==> src/rtl/booth_pkg.sv <==
// rtl/booth_pkg.sv - shared types and constants for booth_seq_mult_8b (BOOTH_RADIX4_EN selects radix-4)
package booth_pkg;

   localparam int W  = 8;
   localparam int PW = 2 * W;

`ifdef BOOTH_RADIX4_EN
   // Radix-4: two multiplier bits retired per iteration, +-2M needs one extra acc bit
   localparam int N_ITER = W / 2;
   localparam int ACC_W  = W + 2;
   localparam int WIN_W  = 3;
   localparam int SHIFT  = 2;
`else
   // Radix-2: one multiplier bit retired per iteration
   localparam int N_ITER = W;
   localparam int ACC_W  = W + 1;
   localparam int WIN_W  = 2;
   localparam int SHIFT  = 1;
`endif

   localparam int ITER_W = $clog2(N_ITER);

   typedef enum logic [1:0] {IDLE, CALC, DONE} state_e;

   typedef enum logic [2:0] {ZERO, PM, NM, P2M, N2M} booth_digit_e;

endpackage

==> src/rtl/booth_recode.sv <==
// rtl/booth_recode.sv - Booth window recoder (2-bit radix-2 or 3-bit radix-4 under BOOTH_RADIX4_EN)
module booth_recode
   import booth_pkg::*;
(
   input  logic [WIN_W-1:0] win_i,
   output booth_digit_e     digit_o,
   output logic             sub_o,
   output logic             dbl_o
);

   // Map the multiplier window to a signed digit, then derive subtract / double controls
   always_comb begin
      digit_o = ZERO;
`ifdef BOOTH_RADIX4_EN
      case (win_i)
         3'b001, 3'b010: digit_o = PM;
         3'b011:         digit_o = P2M;
         3'b100:         digit_o = N2M;
         3'b101, 3'b110: digit_o = NM;
         default:        digit_o = ZERO;
      endcase
`else
      case (win_i)
         2'b01:   digit_o = PM;
         2'b10:   digit_o = NM;
         default: digit_o = ZERO;
      endcase
`endif
      sub_o = (digit_o == NM)  || (digit_o == N2M);
      dbl_o = (digit_o == P2M) || (digit_o == N2M);
   end

endmodule

==> src/rtl/booth_seq_mult_8b.sv <==
// rtl/booth_seq_mult_8b.sv - sequential signed 8x8 Booth multiplier, radix-4 when BOOTH_RADIX4_EN is defined
module booth_seq_mult_8b
   import booth_pkg::*;
(
   input  logic          clk,
   input  logic          rst,
   input  logic          in_valid,
   output logic          in_ready,
   input  logic [W-1:0]  a,
   input  logic [W-1:0]  b,
   output logic          out_valid,
   input  logic          out_ready,
   output logic [PW-1:0] product
);

   state_e            state_q, state_d;
   logic [ACC_W-1:0]  m_q;
   logic [ACC_W-1:0]  acc_q, acc_d;
   logic [W-1:0]      q_q, q_d;
   logic              qm1_q, qm1_d;
   logic [ITER_W-1:0] iter_q;
   logic [PW-1:0]     product_q;

   logic              accept;
   logic              last_iter;
   booth_digit_e      digit;
   logic              sub;
   logic              dbl;
   logic [ACC_W-1:0]  mag;
   logic [ACC_W-1:0]  sum;
   logic [ACC_W+W:0]  shifted;

   assign accept    = in_valid && in_ready;
   assign last_iter = (state_q == CALC) && (iter_q == ITER_W'(N_ITER - 1));
   assign product   = product_q;

   // Window is the low multiplier bit(s) plus the bit shifted out last iteration
   booth_recode u_recode (
      .win_i   ({q_q[WIN_W-2:0], qm1_q}),
      .digit_o (digit),
      .sub_o   (sub),
      .dbl_o   (dbl)
   );

   // State register
   always_ff @(posedge clk or posedge rst) begin
      if (rst) begin
         state_q <= IDLE;
      end else begin
         state_q <= state_d;
      end
   end

   // Next-state logic
   always_comb begin
      state_d = state_q;
      case (state_q)
         IDLE:    if (accept)    state_d = CALC;
         CALC:    if (last_iter) state_d = DONE;
         DONE:    if (out_ready) state_d = IDLE;
         default: state_d = IDLE;
      endcase
   end

   // Handshake outputs decoded from state
   always_comb begin
      in_ready  = (state_q == IDLE);
      out_valid = (state_q == DONE);
   end

   // One Booth step: add the selected multiple, then arithmetic shift of {acc,Q,q_m1}
   always_comb begin
      mag = '0;
      if (digit != ZERO) begin
         mag = dbl ? {m_q[ACC_W-2:0], 1'b0} : m_q;
      end
      sum     = sub ? (acc_q - mag) : (acc_q + mag);
      shifted = $signed({sum, q_q, qm1_q}) >>> SHIFT;
      acc_d   = shifted[ACC_W+W:W+1];
      q_d     = shifted[W:1];
      qm1_d   = shifted[0];
   end

   // Datapath registers: operands latched on accept so later a/b changes are ignored
   always_ff @(posedge clk or posedge rst) begin
      if (rst) begin
         m_q       <= '0;
         acc_q     <= '0;
         q_q       <= '0;
         qm1_q     <= 1'b0;
         iter_q    <= '0;
         product_q <= '0;
      end else if (accept) begin
         m_q    <= {{(ACC_W-W){a[W-1]}}, a};
         acc_q  <= '0;
         q_q    <= b;
         qm1_q  <= 1'b0;
         iter_q <= '0;
      end else if (state_q == CALC) begin
         acc_q  <= acc_d;
         q_q    <= q_d;
         qm1_q  <= qm1_d;
         iter_q <= iter_q + ITER_W'(1);
         if (last_iter) begin
            product_q <= {acc_d[W-1:0], q_d};
         end
      end
   end

endmodule

==> config.mk <==
export PLATFORM = sky130hd
export DESIGN_NAME = booth_seq_mult_8b
export DESIGN_NICKNAME = d
export VERILOG_FILES = /design/src/rtl/booth_pkg.sv /design/src/rtl/booth_recode.sv /design/src/rtl/booth_seq_mult_8b.sv
export SDC_FILE = /design/constraint.sdc
export NUM_CORES = 1
export LEC_CHECK = 0
export CORE_AREA = 2 2 82 84
export CTS_BUF_LIST = sky130_fd_sc_hd__clkbuf_8
export DETAILED_ROUTE_END_ITERATION = 8
export DIE_AREA = 0 0 84 86
export GPL_ROUTABILITY_DRIVEN = 0
export MAX_ROUTING_LAYER = met4
export PLACE_DENSITY = 0.74
export RECOVER_POWER = 25
export SYNTH_ARGS = -nofsm -noshare
export SYNTH_HDL_FRONTEND = slang
export SYNTH_SLANG_ARGS = --single-unit
==> constraint.sdc <==
create_clock -name clk -period 5 [get_ports clk]
set_clock_uncertainty 0.15 [all_clocks]
set_input_delay 1 -clock clk [delete_from_list [all_inputs] [get_ports clk]]
set_output_delay 1 -clock clk [all_outputs]
set_load 0.02 [all_outputs]
==> metrics, run 1 <==
post-layout instance area=between 0.003 and 0.004 mm²; crit start category=flop; vias in the first global route=roughly 2000; CTS tree=yes; Max-slew headroom=-0.146; mean post-synth cell area=9.33 µm²; die footprint=0.00722 mm²; max-slew violation count=47; Max Cap Violations=1; f_max=between 200 and 300 MHz; Sink Count=46; fin cells=between 300 and 400; largest area contributor in the netlist=dfrtp_1; EDFF count, synth=0; CTS Buffer Depth=2; initial antenna violation count=0; synth unique cells=about 50; Synth async-reset ratio=1.00; post-CTS sizing=0; Worst-Skew Late Latency=300 ps; # nets final=between 300 and 400; crit path time final=~3700 ps; CTS Buf Count=5; antenna cells=0; fraction of layout cells with a size suffix above 1=0.116; worst-path maximum fanout=7; Die W=roughly 84 µm; clock slew seen by the registers of the worst setup and hold paths=90 ps; r2r setup slk=about 1300 ps; Area contributors post-synth=dfrtp_1, nand2_1, ha_1; io pins=38; drt drc=0; critical path class=flop to flop; Overflow after GRT=0; Critical Path AT=roughly 3700 ps; Die H=about 86 µm; Worst Hold Class=flop to flop; post-DP HPWL=approximately 4000 µm; IO Port Bufs=37; routed len/inst=~14 µm; Post-Route Utilization=0.506; Cell Rows=29; Clock H-tree levels=2; clk root buf=clkbuf_8; Synth Register Bits=46; total number of yosys warnings=0; Antenna Nets Post-Route=0; Overall Global Routing Usage=0.164; CTS Hold Buffers Added=0; setup violators final=0; Fin. Hold Viols=0; Syn Inst Count=around 280; DR vias/cell=approximately 5.4; violated checks=max-capacitance violations, max-slew violations; Crit path required time=5010 ps; Worst-Margin Slew=roughly 1700 ps; period utilization=0.732; Top FF cell, synth=dfrtp_1; first-pass GRT wire length=between 9000 and 10000 µm; Area growth, synth to finish=20.3%; mapped cell area=~0.0026 mm²; Seq/Total Area, Yosys=0.436; top-area cell type share of the netlist area=0.436; placed cell area=~0.0031 mm²; DRT Pass-1 Iters=4; post-placement cell count=387; post-CTS setup buffer count=0; run status=complete, but fails checks; RSZ-0062 raised after global routing=no; CP endpoint kind=flop; Placeable Area=roughly 0.0063 mm²; number of DRC markers in iteration 0=about 140; Initial Util=0.421; total number of vias=about 2100; Post-Syn Nets=roughly 320; largest net degree at the start of global routing=47; Post-Route WL=5540 µm; setup TNS=0 ps
per-stage QoR:
stage | hold WS [ps] | worst slack [ps]
6_report | 333 | 1340
5_1_grt | 363 | 1080
4_1_cts | 342 | 1380
3_5_place_dp | 322 | 1390
3_3_place_gp | 317 | 1530
2_1_floorplan | 305 | 1710
synthesized netlist by cell type, types with 3 or more instances:
cell type	count
nand2_1	48
dfrtp_1	46
o21ai_0	18
nor2_1	17
inv_1	15
mux2_2	15
a21oi_1	14
ha_1	14
nand2b_1	8
o22ai_1	8
clkbuf_1	7
a22oi_1	6
nand3_1	6
a31oi_1	5
nor3_1	5
buf_2	3
nor2b_1	3
xnor2_1	3
xor2_1	3
layer usage:
metal	wire length [µm]	global-route usage
met3	205	0.0308
met5	0	-
met1	2540	0.205
met4	80	0.0543
met2	2710	0.270
critical path, cell delays in order, from the launching register on:
cell and delay [ps]:
dfrtp_1 400, inv_1 110, ha_1 250, and2_1 320
nand2_1 90, a21oi_1 180, inv_1 70, ha_1 290
mux2_2 300, fa_1 430, nand2b_1 160, a21oi_1 200
a31o_2 190, o21ai_0 100, xnor2_1 190, o22ai_1 100
state kept, by name, indices dropped and copies added, names as in the netlist:
| signal | count |
|---|---|
| m_q | 8 |
| q_q | 8 |
| iter_q | 3 |
| state_q | 2 |
| qm1_q | 1 |
| acc_q | 8 |
| product | 16 |
path summary, 6_finish.rpt:
kind	start	to	depth (start not counted)
max	q_q[0]	acc_q[7]	15
min	product[10]	product[10]	2
max reg2reg	q_q[0]	acc_q[7]	15
min reg2reg	product[10]	product[10]	2
max in group asynchronous	rst	m_q[7]	2
min in group asynchronous	rst	q_q[3]	2
final cells by class:
cell class	instances	area, µm²
Sequential cell	46	1150
Multi-Input combinational cell	210	1380
Tap cell	77	96.3
Clock inverter	3	41.3
Fill cell	593	3100
Inverter	15	56.3
Clock buffer	5	68.8
Timing Repair Buffer	39	385
cells by family (layout without fill, tap and decap cells):
family / count (synthesis) / after routing / synth area share
compound gates: 72 / 72 / 0.178
buf+inv: 27 / 62 / 0.0427
fa+ha+maj: 15 / 15 / 0.0739
simple gates: 101 / 101 / 0.182
flops: 46 / 46 / 0.436
mux: 16 / 16 / 0.0678
xor+xnor: 6 / 6 / 0.0199
cells in the final DEF (no fill, tap or decap), drive strengths merged, types with 2 or more instances in the layout:
cell / instances
nor3: 6
nand2: 49
a21oi: 14
xor2: 3
o22ai: 8
buf: 2
xnor2: 3
and2: 2
a31oi: 5
nor2: 18
a22oi: 6
inv: 16
dlygate4sd3: 2
nand3: 6
nor2b: 3
a221o: 2
dfrtp: 46
clkbuf: 5
o21ai: 20
mux2: 15
ha: 14
a211oi: 3
clkdlybuf4s50: 35
o31ai: 2
nand2b: 8
o21bai: 2
and3: 3
Power of run 1 is not shown: default switching activity piles up to over one toggle a cycle in this logic, so the estimate is an artifact.
==> run 2: changes to the inputs <==
==> constraint.sdc (replaced) <==
create_clock -name clk -period 3.8 [get_ports clk]
set_clock_uncertainty 0.15 [all_clocks]
set_input_delay 0.76 -clock clk [delete_from_list [all_inputs] [get_ports clk]]
set_output_delay 0.76 -clock clk [all_outputs]
set_load 0.02 [all_outputs]
==> run 2 against run 1 <==
Net effect: the run still ends with max-capacitance violations, max-slew violations left; non-clock buffer count increased by 1; first-iteration DRC count decreased by 15%; wire length up 1.6%; core utilization increased by 0.28 points; sequential cell count stayed put; critical path type unchanged.
==> metrics, run 2 (synthesis results as in run 1) <==
commonest non-fill, non-tap cell in the layout=nand2_1; r2r setup slk=roughly 250 ps; Antenna Nets Post-Route=0; commonest non-fill, non-tap cells in the layout=nand2_1, dfrtp_1, clkdlybuf4s50_1, o21ai_0, nor2_1; die footprint=0.00722 mm²; CP endpoint kind=flop; Post-Route WL=about 5600 µm; crit path time final=roughly 3600 ps; Crit path required time=3810 ps; f_max=about 280 MHz; min-delay src=product[10]; Fin. Hold Viols=0; Worst Hold Class=flop to flop; period utilization=0.935; first-pass GRT wire length=approximately 9500 µm; Area growth, synth to finish=20.9%; run status=complete, but fails checks; drt drc=0; Initial Util=0.421; Die W=84 µm; # nets final=around 350; DRT Pass-1 Iters=4; DR vias/cell=5.42; worst-path maximum fanout=7; setup TNS=0 ps; Cell Rows=29; clock slew seen by the registers of the worst setup and hold paths=roughly 90 ps; crit start category=flop; max reg flops=16; vias in the first global route=between 2000 and 2500; Die H=between 80 and 90 µm; Worst-Margin Slew=~1700 ps; antenna cells=0; fin cells=approximately 400; Reg-to-Reg Start=qm1_q; max-slew violation count=between 40 and 50; post-placement cell count=388; Critical Path AT=3570 ps; number of DRC markers in iteration 0=about 120; Overflow after GRT=0; Max Cap Violations=1; post-DP HPWL=a little over 4000 µm; violated checks=max-capacitance violations, max-slew violations; RSZ-0062 raised after global routing=no; post-CTS setup buffer count=0; Max-slew headroom=-0.150; largest net degree at the start of global routing=47; Worst-Skew Late Latency=310 ps; clk root buf=clkbuf_8; fraction of layout cells with a size suffix above 1=0.132; total number of vias=around 2100; io pins=38; CTS Buffer Depth=2; Placeable Area=between 0.006 and 0.007 mm²; Overall Global Routing Usage=0.167; CTS Buf Count=5; Clock H-tree levels=2; routed len/inst=around 14 µm; Setup crit start=qm1_q; initial antenna violation count=0; critical path class=flop to flop; Sink Count=46; CTS tree=yes; setup violators final=0; IO Port Bufs=37
## run 2: routing by layer
metal  part of all wire  vias to the layer above  GRT usage
met5                  0                        -          -
met4              0.018                        0     0.0543
met3              0.040                       11     0.0356
met2               0.50                       49      0.286
met1               0.44                     1025      0.198
li1                   -                     1062          -
## run 2: cell type report
cell class,instances,area [µm²]
fillers,592,3080
multi-input cells,210,1380
flip-flops and latches,46,1150
repair buffers,40,393
well taps,77,96.3
clock buffers,5,68.8
inverters,15,56.3
clock inverters,3,43.8
## run 2: final timing paths
kind                                     to  cells after the start
worst max register to register     acc_q[7]                     15
worst min-delay path            product[10]                      2
worst max-delay path               acc_q[7]                     15
max in group asynchronous            m_q[7]                      2
min in group asynchronous        state_q[1]                      2
worst min register to register  product[10]                      2
## run 2: stage by stage
| step | hold WS, ps | worst slack, ps | cell area (µm²) | util |
|---|---|---|---|---|
| 2_1_floorplan | 305 | 513 | 2640 | - |
| 3_3_place_gp | 317 | 322 | 3070 | 0.490 |
| 3_5_place_dp | 323 | 174 | 3070 | 0.490 |
| 4_1_cts | 345 | 148 | 3190 | 0.507 |
| 5_1_grt | 372 | 1.06 | 3190 | 0.509 |
| 6_report | 338 | 246 | 3190 | 0.509 |
## run 2: worst max-delay path, cell delays in order (launching register included)
cell and delay [ps]:
dfrtp_1 400, inv_1 80, ha_1 250, and2_2 260, nand2_1 70, a21oi_1 180
inv_1 70, ha_1 280, mux2_2 290, fa_1 420, nand2b_1 170, a21oi_2 170
a31o_2 180, o21ai_0 100, xnor2_1 240, o22ai_1 100
## run 2: what timing repair did
action	CTS	global route
hold buffers	0	0
hold endpoints to repair	0	0
setup endpoints to repair	0	5
resized for setup	0	3
Power of run 2 is left out for the same reason.
